===== src/rtl/spi_pkg.sv =====
// ----------------------------------------------------------------------------
// spi_pkg
// Shared definitions for the SPI slave receive path.
//   DATA_W_DEF  : default word width in bits
//   state_t     : receiver FSM states (IDLE waits for chip select, SHIFT collects bits)
//   CS_IDLE     : level of spi_cs_l when no transfer is in progress
//   SCLK_IDLE   : level of spi_sclk between transfers (mode 0 idles low)
// ----------------------------------------------------------------------------
package spi_pkg;

   localparam int DATA_W_DEF = 16;

   typedef enum logic {
      IDLE  = 1'b0,
      SHIFT = 1'b1
   } state_t;

   localparam logic CS_IDLE   = 1'b1;
   localparam logic SCLK_IDLE = 1'b0;

endpackage


===== src/rtl/spi_sync_edge.sv =====
// ----------------------------------------------------------------------------
// spi_sync_edge
// Brings one asynchronous input into the clk domain through a SYNC_STAGES-deep
// flop chain, then produces registered single-cycle rise and fall pulses.
//   clk      in   system clock
//   reset    in   asynchronous, active-low reset
//   i_async  in   raw asynchronous input
//   o_rise   out  one-cycle pulse after a synchronized 0->1 transition
//   o_fall   out  one-cycle pulse after a synchronized 1->0 transition
// RESET_VAL is the idle level of the input, so leaving reset never produces
// a spurious edge while the input sits at its idle level.
// ----------------------------------------------------------------------------
module spi_sync_edge #(
   parameter int   SYNC_STAGES = 2,
   parameter logic RESET_VAL   = 1'b0
) (
   input  logic clk,
   input  logic reset,
   input  logic i_async,
   output logic o_rise,
   output logic o_fall
);

   logic [SYNC_STAGES-1:0] r_sync;
   logic                   r_prev;
   logic                   r_rise;
   logic                   r_fall;
   logic                   w_level;

   assign w_level = r_sync[SYNC_STAGES-1];

   // Synchronizer chain followed by a registered edge detector; the edge
   // pulses are registered so they are glitch-free for the consuming FSM.
   always_ff @(posedge clk or negedge reset) begin
      if (!reset) begin
         r_sync <= {SYNC_STAGES{RESET_VAL}};
         r_prev <= RESET_VAL;
         r_rise <= 1'b0;
         r_fall <= 1'b0;
      end else begin
         r_sync <= {r_sync[SYNC_STAGES-2:0], i_async};
         r_prev <= w_level;
         r_rise <= w_level & ~r_prev;
         r_fall <= ~w_level & r_prev;
      end
   end

   assign o_rise = r_rise;
   assign o_fall = r_fall;

endmodule


===== src/rtl/spi_rx_deserializer.sv =====
// ----------------------------------------------------------------------------
// spi_rx_deserializer
// SPI mode-0 slave receiver: samples MOSI on sclk rising edges while chip
// select is low, assembles MSB-first words and hands them out on a
// valid/ready port in the clk domain.
//   clk, reset           system clock, asynchronous active-low reset
//   spi_cs_l/sclk/data   raw SPI pins from the master (asynchronous)
//   rx_data/rx_valid     received word and its valid flag
//   rx_ready             consumer accepts the word when rx_valid && rx_ready
//   ovr_clr              one-cycle pulse that clears rx_overrun
//   rx_overrun           sticky: a completed word was dropped (output full)
//   rx_frame_err         one-cycle pulse: chip select released mid-word
//   rx_busy              high while the FSM is collecting bits
//   bit_cnt              bits shifted into the word in progress
// ----------------------------------------------------------------------------
module spi_rx_deserializer
   import spi_pkg::*;
#(
   parameter int DATA_W      = DATA_W_DEF,
   parameter int SYNC_STAGES = 2,
   parameter int CNT_W       = 5
) (
   input  logic              clk,
   input  logic              reset,
   input  logic              spi_cs_l,
   input  logic              spi_sclk,
   input  logic              spi_data,
   output logic [DATA_W-1:0] rx_data,
   output logic              rx_valid,
   input  logic              rx_ready,
   input  logic              ovr_clr,
   output logic              rx_overrun,
   output logic              rx_frame_err,
   output logic              rx_busy,
   output logic [CNT_W-1:0]  bit_cnt
);

   state_t              r_state;
   logic [DATA_W-1:0]   r_shreg;
   logic [CNT_W-1:0]    r_bitCnt;
   logic [DATA_W-1:0]   r_rxData;
   logic                r_rxValid;
   logic                r_overrun;
   logic                r_frameErr;
   logic [SYNC_STAGES:0] r_dataSync;

   logic                w_csRise;
   logic                w_csFall;
   logic                w_sclkRise;
   logic                w_unusedSclkFall;
   logic                w_dataS;
   logic                w_lastBit;
   logic                w_wordDone;
   logic                w_outFree;
   logic                w_partial;
   logic [DATA_W-1:0]   w_word;
   logic [CNT_W-1:0]    w_cntInc;

   // Chip select idles high, sclk idles low; falling sclk edges carry no
   // meaning in mode 0, so that pulse is left unused.
   spi_sync_edge #(.SYNC_STAGES(SYNC_STAGES), .RESET_VAL(CS_IDLE)) u_csSync (
      .clk     (clk),
      .reset   (reset),
      .i_async (spi_cs_l),
      .o_rise  (w_csRise),
      .o_fall  (w_csFall)
   );

   spi_sync_edge #(.SYNC_STAGES(SYNC_STAGES), .RESET_VAL(SCLK_IDLE)) u_sclkSync (
      .clk     (clk),
      .reset   (reset),
      .i_async (spi_sclk),
      .o_rise  (w_sclkRise),
      .o_fall  (w_unusedSclkFall)
   );

   // Data needs one extra stage beyond the synchronizer so it lines up with
   // the registered edge pulses coming out of spi_sync_edge.
   always_ff @(posedge clk or negedge reset) begin
      if (!reset) begin
         r_dataSync <= '0;
      end else begin
         r_dataSync <= {r_dataSync[SYNC_STAGES-1:0], spi_data};
      end
   end

   assign w_dataS    = r_dataSync[SYNC_STAGES];
   assign w_word     = {r_shreg[DATA_W-2:0], w_dataS};
   assign w_cntInc   = r_bitCnt + CNT_W'(1);
   assign w_lastBit  = (r_bitCnt == CNT_W'(DATA_W-1));
   assign w_wordDone = (r_state == SHIFT) && w_sclkRise && w_lastBit;
   assign w_outFree  = !r_rxValid || rx_ready;
   // Bits left in the word if chip select rises this cycle; a simultaneous
   // final sclk rise completes the word, so it is not counted as partial.
   assign w_partial  = w_sclkRise ? !w_lastBit : (r_bitCnt != '0);

   // Output register and flags: a completed word replaces the held one when
   // the slot is empty or being accepted this same cycle, otherwise it is
   // dropped and recorded as an overrun (which wins over ovr_clr).
   always_ff @(posedge clk or negedge reset) begin
      if (!reset) begin
         r_rxData   <= '0;
         r_rxValid  <= 1'b0;
         r_overrun  <= 1'b0;
      end else begin
         if (w_wordDone && w_outFree) begin
            r_rxData  <= w_word;
            r_rxValid <= 1'b1;
         end else if (r_rxValid && rx_ready) begin
            r_rxValid <= 1'b0;
         end

         if (w_wordDone && !w_outFree) begin
            r_overrun <= 1'b1;
         end else if (ovr_clr) begin
            r_overrun <= 1'b0;
         end
      end
   end

   // Receive FSM: IDLE waits for a chip-select fall; SHIFT collects bits,
   // wraps the counter after each full word and returns to IDLE when chip
   // select is released, flagging a framing error on a partial word.
   always_ff @(posedge clk or negedge reset) begin
      if (!reset) begin
         r_state    <= IDLE;
         r_shreg    <= '0;
         r_bitCnt   <= '0;
         r_frameErr <= 1'b0;
      end else begin
         r_frameErr <= 1'b0;
         case (r_state)
            IDLE: begin
               if (w_csFall) begin
                  r_state  <= SHIFT;
                  r_bitCnt <= '0;
               end
            end
            SHIFT: begin
               if (w_sclkRise) begin
                  r_shreg  <= w_word;
                  r_bitCnt <= w_lastBit ? '0 : w_cntInc;
               end
               if (w_csRise) begin
                  r_state    <= IDLE;
                  r_bitCnt   <= '0;
                  r_shreg    <= '0;
                  r_frameErr <= w_partial;
               end
            end
            default: r_state <= IDLE;
         endcase
      end
   end

   assign rx_data      = r_rxData;
   assign rx_valid     = r_rxValid;
   assign rx_overrun   = r_overrun;
   assign rx_frame_err = r_frameErr;
   assign rx_busy      = (r_state == SHIFT);
   assign bit_cnt      = r_bitCnt;

endmodule


===== config.mk =====
export PLATFORM = sky130hd
export DESIGN_NAME = spi_rx_deserializer
export DESIGN_NICKNAME = d
export VERILOG_FILES = /design/src/rtl/spi_pkg.sv /design/src/rtl/spi_sync_edge.sv /design/src/rtl/spi_rx_deserializer.sv
export SDC_FILE = /design/constraint.sdc
export NUM_CORES = 1
export LEC_CHECK = 0
export ABC_CLOCK_PERIOD_IN_PS = 5600
export CAP_MARGIN = 10
export CELL_PAD_IN_SITES_DETAIL_PLACEMENT = 1
export CELL_PAD_IN_SITES_GLOBAL_PLACEMENT = 2
export CORE_MARGIN = 4
export CORE_UTILIZATION = 39
export CTS_CLUSTER_SIZE = 40
export DETAILED_ROUTE_END_ITERATION = 16
export PLACE_DENSITY = 0.91
export SYNTH_ARGS = -nofsm -noshare
export SYNTH_HDL_FRONTEND = slang
export SYNTH_SLANG_ARGS = --single-unit
export TNS_END_PERCENT = 50

===== constraint.sdc =====
create_clock -name clk -period 5.6 [get_ports clk]
set_input_delay 1.12 -clock clk [delete_from_list [all_inputs] [get_ports clk]]
set_output_delay 1.12 -clock clk [all_outputs]
set_load 0.03 [all_outputs]

==> impl_metrics.yaml <==
drt:
  avgRoutedWirePerCell_um: 15.9
  wl_met2_mm: 2.07
  top_layer: "met4"
  drc: 0
  dr.pass1.iters: 4
  route.met3.wl_um: 155
  vias: 1343
  drt-initial-drc-count: 39
  drt-met1-wl_mm: 1.85
  wirelength_mm: 4.14
  vias_per_cell: 5.17
  postRouteAntennaNets: 0
synthesis:
  ys_types: 32
  syn_area_per_cell_um2: 13.4
  syn_area_um2: 2130
  synth_top_area_cell: "dfrtp_1"
  synth_fp_nets: 168
  synth-seq-cells: 52
  synth_edf_count: 0
  synthArstFlopShare_pct: 100
  dominantRegCellSynth: "dfrtp_1"
  ys_seq_area_share_pct: 61.4
  synth_area_leaders: "dfrtp_1 58%, mux2_4 7.1%, a2bb2oi_1 6.2%"
  synth_top_area_share_pct: 57.6
  yosys_warnings: 0
  synth_cells: 159
cts:
  root_buffer: "clkbuf_8"
  cts_inserted_buffers: 5
  clk_pin_slew_worst_paths_ns: 0.10
  h-tree-depth: 2
  clock_latency_ns: 0.31
  cts_tree: "yes"
  cts_buffer_depth: 2
  cts_resized: 0
  clock-sinks: 52
  cts_setup_buffers: 0
  ctsHoldBuffers: 0
worst_setup_path:
  critPathSlowestCell: "dfrtp_1"
  path_cells: "clkdlybuf4s50_1"
  worst-path-buf-inv: 1
  path_delay_family: "flip-flops"
  crit_arrival_ns: 1.94
  worstPathMaxFanout: 23
  critPathMaxStageDelay_ns: 0.82
  cp.required_ns: 4.48
  critPathLaunchType: "flip-flop"
  end_kind: "output port"
  crit_type: "reg -> out"
floorplan:
  die_w_um: 81.9
  die_area_um2: 6700
  rows: 26
  fp.coreArea_um2: 5200
  die_y_um: 81.9
  pin_count: 32
  start_util_pct: 40.9
finish:
  synthToLayoutAreaGrowth_pct: 21.9
  drive_gt1_share_pct: 17.9
  layout.nets: 198
  diodes: 0
sta:
  slew_headroom_pct: 51.9
  fin_setup_tns_ns: 0
  rsz0062_at_grt: "false"
  period_share_pct: 54.6
  skew_ns: 0.0108
  final-hold-violation-count: 0
  maxSlewViolCount: 0
  min_period_ns: 3.06
  tightestPinTransition_ns: 0.721
  setup_viol: 0
  max_freq_mhz: 327
  whs_ns: 0.359
outcome:
  outcome: "completed"
place:
  io_buffers: 31
  gp_congestion: 0.766
  dp_hpwl_mm: 2.77
pwr:
  combPwrFrac_pct: 17.0
  intPower_w: 0.000638
  power_density_nw_per_um2: 344
  p_sw_share_pct: 28.4
  pwr-share-clk_pct: 29.3
  p_leak_nw: 1.17
  seqPwrFrac_pct: 53.7
  power.switching_w: 0.000253
  irDropWorstVdd_v: 0.000143
  power_w: 0.000891
flow_run:
  max_cap_viol_count: 0
global_routing:
  grt_pass1_vias: 1440
  grt_use_total_pct: 14.0
  grt-ovfl-total: 0
  antenna_found_initial: 0
  grt_pass1_wl_mm: 7.07
  grt_start_max_net_pins: 53
min_path:
  worstHoldPathType: "reg -> reg"
[cell families after synthesis]
logic type / after synthesis / synth area share (%)
AOI/OAI and AO/OA: 41 / 14.4
and+or+nand+nor: 19 / 6.00
adders and majority gates: 2 / 1.18
DFF: 52 / 61.4
muxes: 17 / 10.8
buffers and inverters: 28 / 6.29
[synth_stat cells (2+ instances only)]
| master | number |
|---|---|
| mux2_4 | 10 |
| nand2b_1 | 2 |
| inv_1 | 19 |
| o21ai_0 | 3 |
| a2bb2oi_1 | 15 |
| nand2_1 | 4 |
| ha_1 | 2 |
| clkbuf_1 | 5 |
| nor2b_1 | 5 |
| mux2_2 | 7 |
| dfrtp_1 | 49 |
| dfstp_2 | 3 |
| o22ai_1 | 16 |
[stage by stage]
stage | cells | cell area [µm²] | util (%) | setup slack (ns)
finish | 260 | 2590 | 49.8 | 2.54
global route | 260 | 2590 | 49.8 | 2.44
CTS | 259 | 2570 | 49.4 | 2.53
detailed placement | 251 | 2460 | 47.2 | 2.80
global placement | 251 | 2460 | 47.2 | 2.87
floorplan | 159 | 2130 | - | 3.52
[power groups by stage]
stage | sequential (W) | clock [W] | combinational [W]
after global routing | 0.000487 | 0.000289 | 0.000170
after CTS | 0.000478 | 0.000269 | 0.000151
after global placement | 0.000481 | 0 | 0.000140
final | 0.000478 | 0.000261 | 0.000152
after floorplan | 0.000469 | 0 | 0.000115
after detailed placement | 0.000486 | 0 | 0.000149
[worst reg2reg max path: cells and delay by family (launching register included)]
family,cells,cell delay (ns)
muxes,1,0.41
DFF,1,0.82
and+or+nand+nor,3,1.05
[worst paths after layout]
check / startpoint / end / slack (ns) / cells past startpoint
min in group asynchronous: reset / rx_data[6] / 0.67 / 1
min reg2reg: r_dataSync[1] / r_dataSync[2] / 0.36 / 0
max in group asynchronous: reset / u_csSync.r_prev / 4.37 / 2
max: rx_busy / rx_busy / 2.54 / 1
min: r_dataSync[1] / r_dataSync[2] / 0.36 / 0
max reg2reg: rx_busy / rx_data[12] / 3.21 / 4
[registers in the layout, indices dropped and copies added, names as in the netlist]
| register | cells |
|---|---|
| u_sclkSync.r_prev | 1 |
| rx_data | 16 |
| u_csSync.o_fall | 1 |
| u_csSync.r_prev | 1 |
| rx_frame_err | 1 |
| u_csSync.o_rise | 1 |
| rx_valid | 1 |
| r_shreg | 15 |
| bit_cnt | 5 |
| u_sclkSync.o_rise | 1 |
| u_sclkSync.r_sync | 2 |
| rx_overrun | 1 |
| r_dataSync | 3 |
| rx_busy | 1 |
| u_csSync.r_sync | 2 |
[area by class of cell]
type | instances | area (µm²)
Fill cell | 538 | 2610
Inverter | 19 | 71.3
Timing Repair Buffer | 32 | 325
Clock inverter | 3 | 47.5
Clock buffer | 5 | 68.8
Multi-Input combinational cell | 79 | 688
Sequential cell | 52 | 1310
Tap cell | 70 | 87.6
[cells in the final DEF, fill, tap and decap left out, types with 2 or more instances in the layout]
cell type	Yosys	layout
ha_1	2	2
nand2_1	4	4
mux2_2	7	7
dfrtp_1	49	49
dfstp_2	3	3
clkbuf_8	0	5
clkdlybuf4s50_1	0	30
clkinv_4	0	2
nor2b_1	5	5
nand2b_1	2	2
o21ai_0	3	3
a2bb2oi_1	15	15
inv_1	19	19
o22ai_1	16	16
mux2_4	10	10
[routing by layer]
metal	global-route usage, %	vias up
met2	23.5	28
met4	5.48	0
li1	-	620
met1	17.2	688
met5	0	-
met3	3.40	7
(Power assumes the default switching activity.)
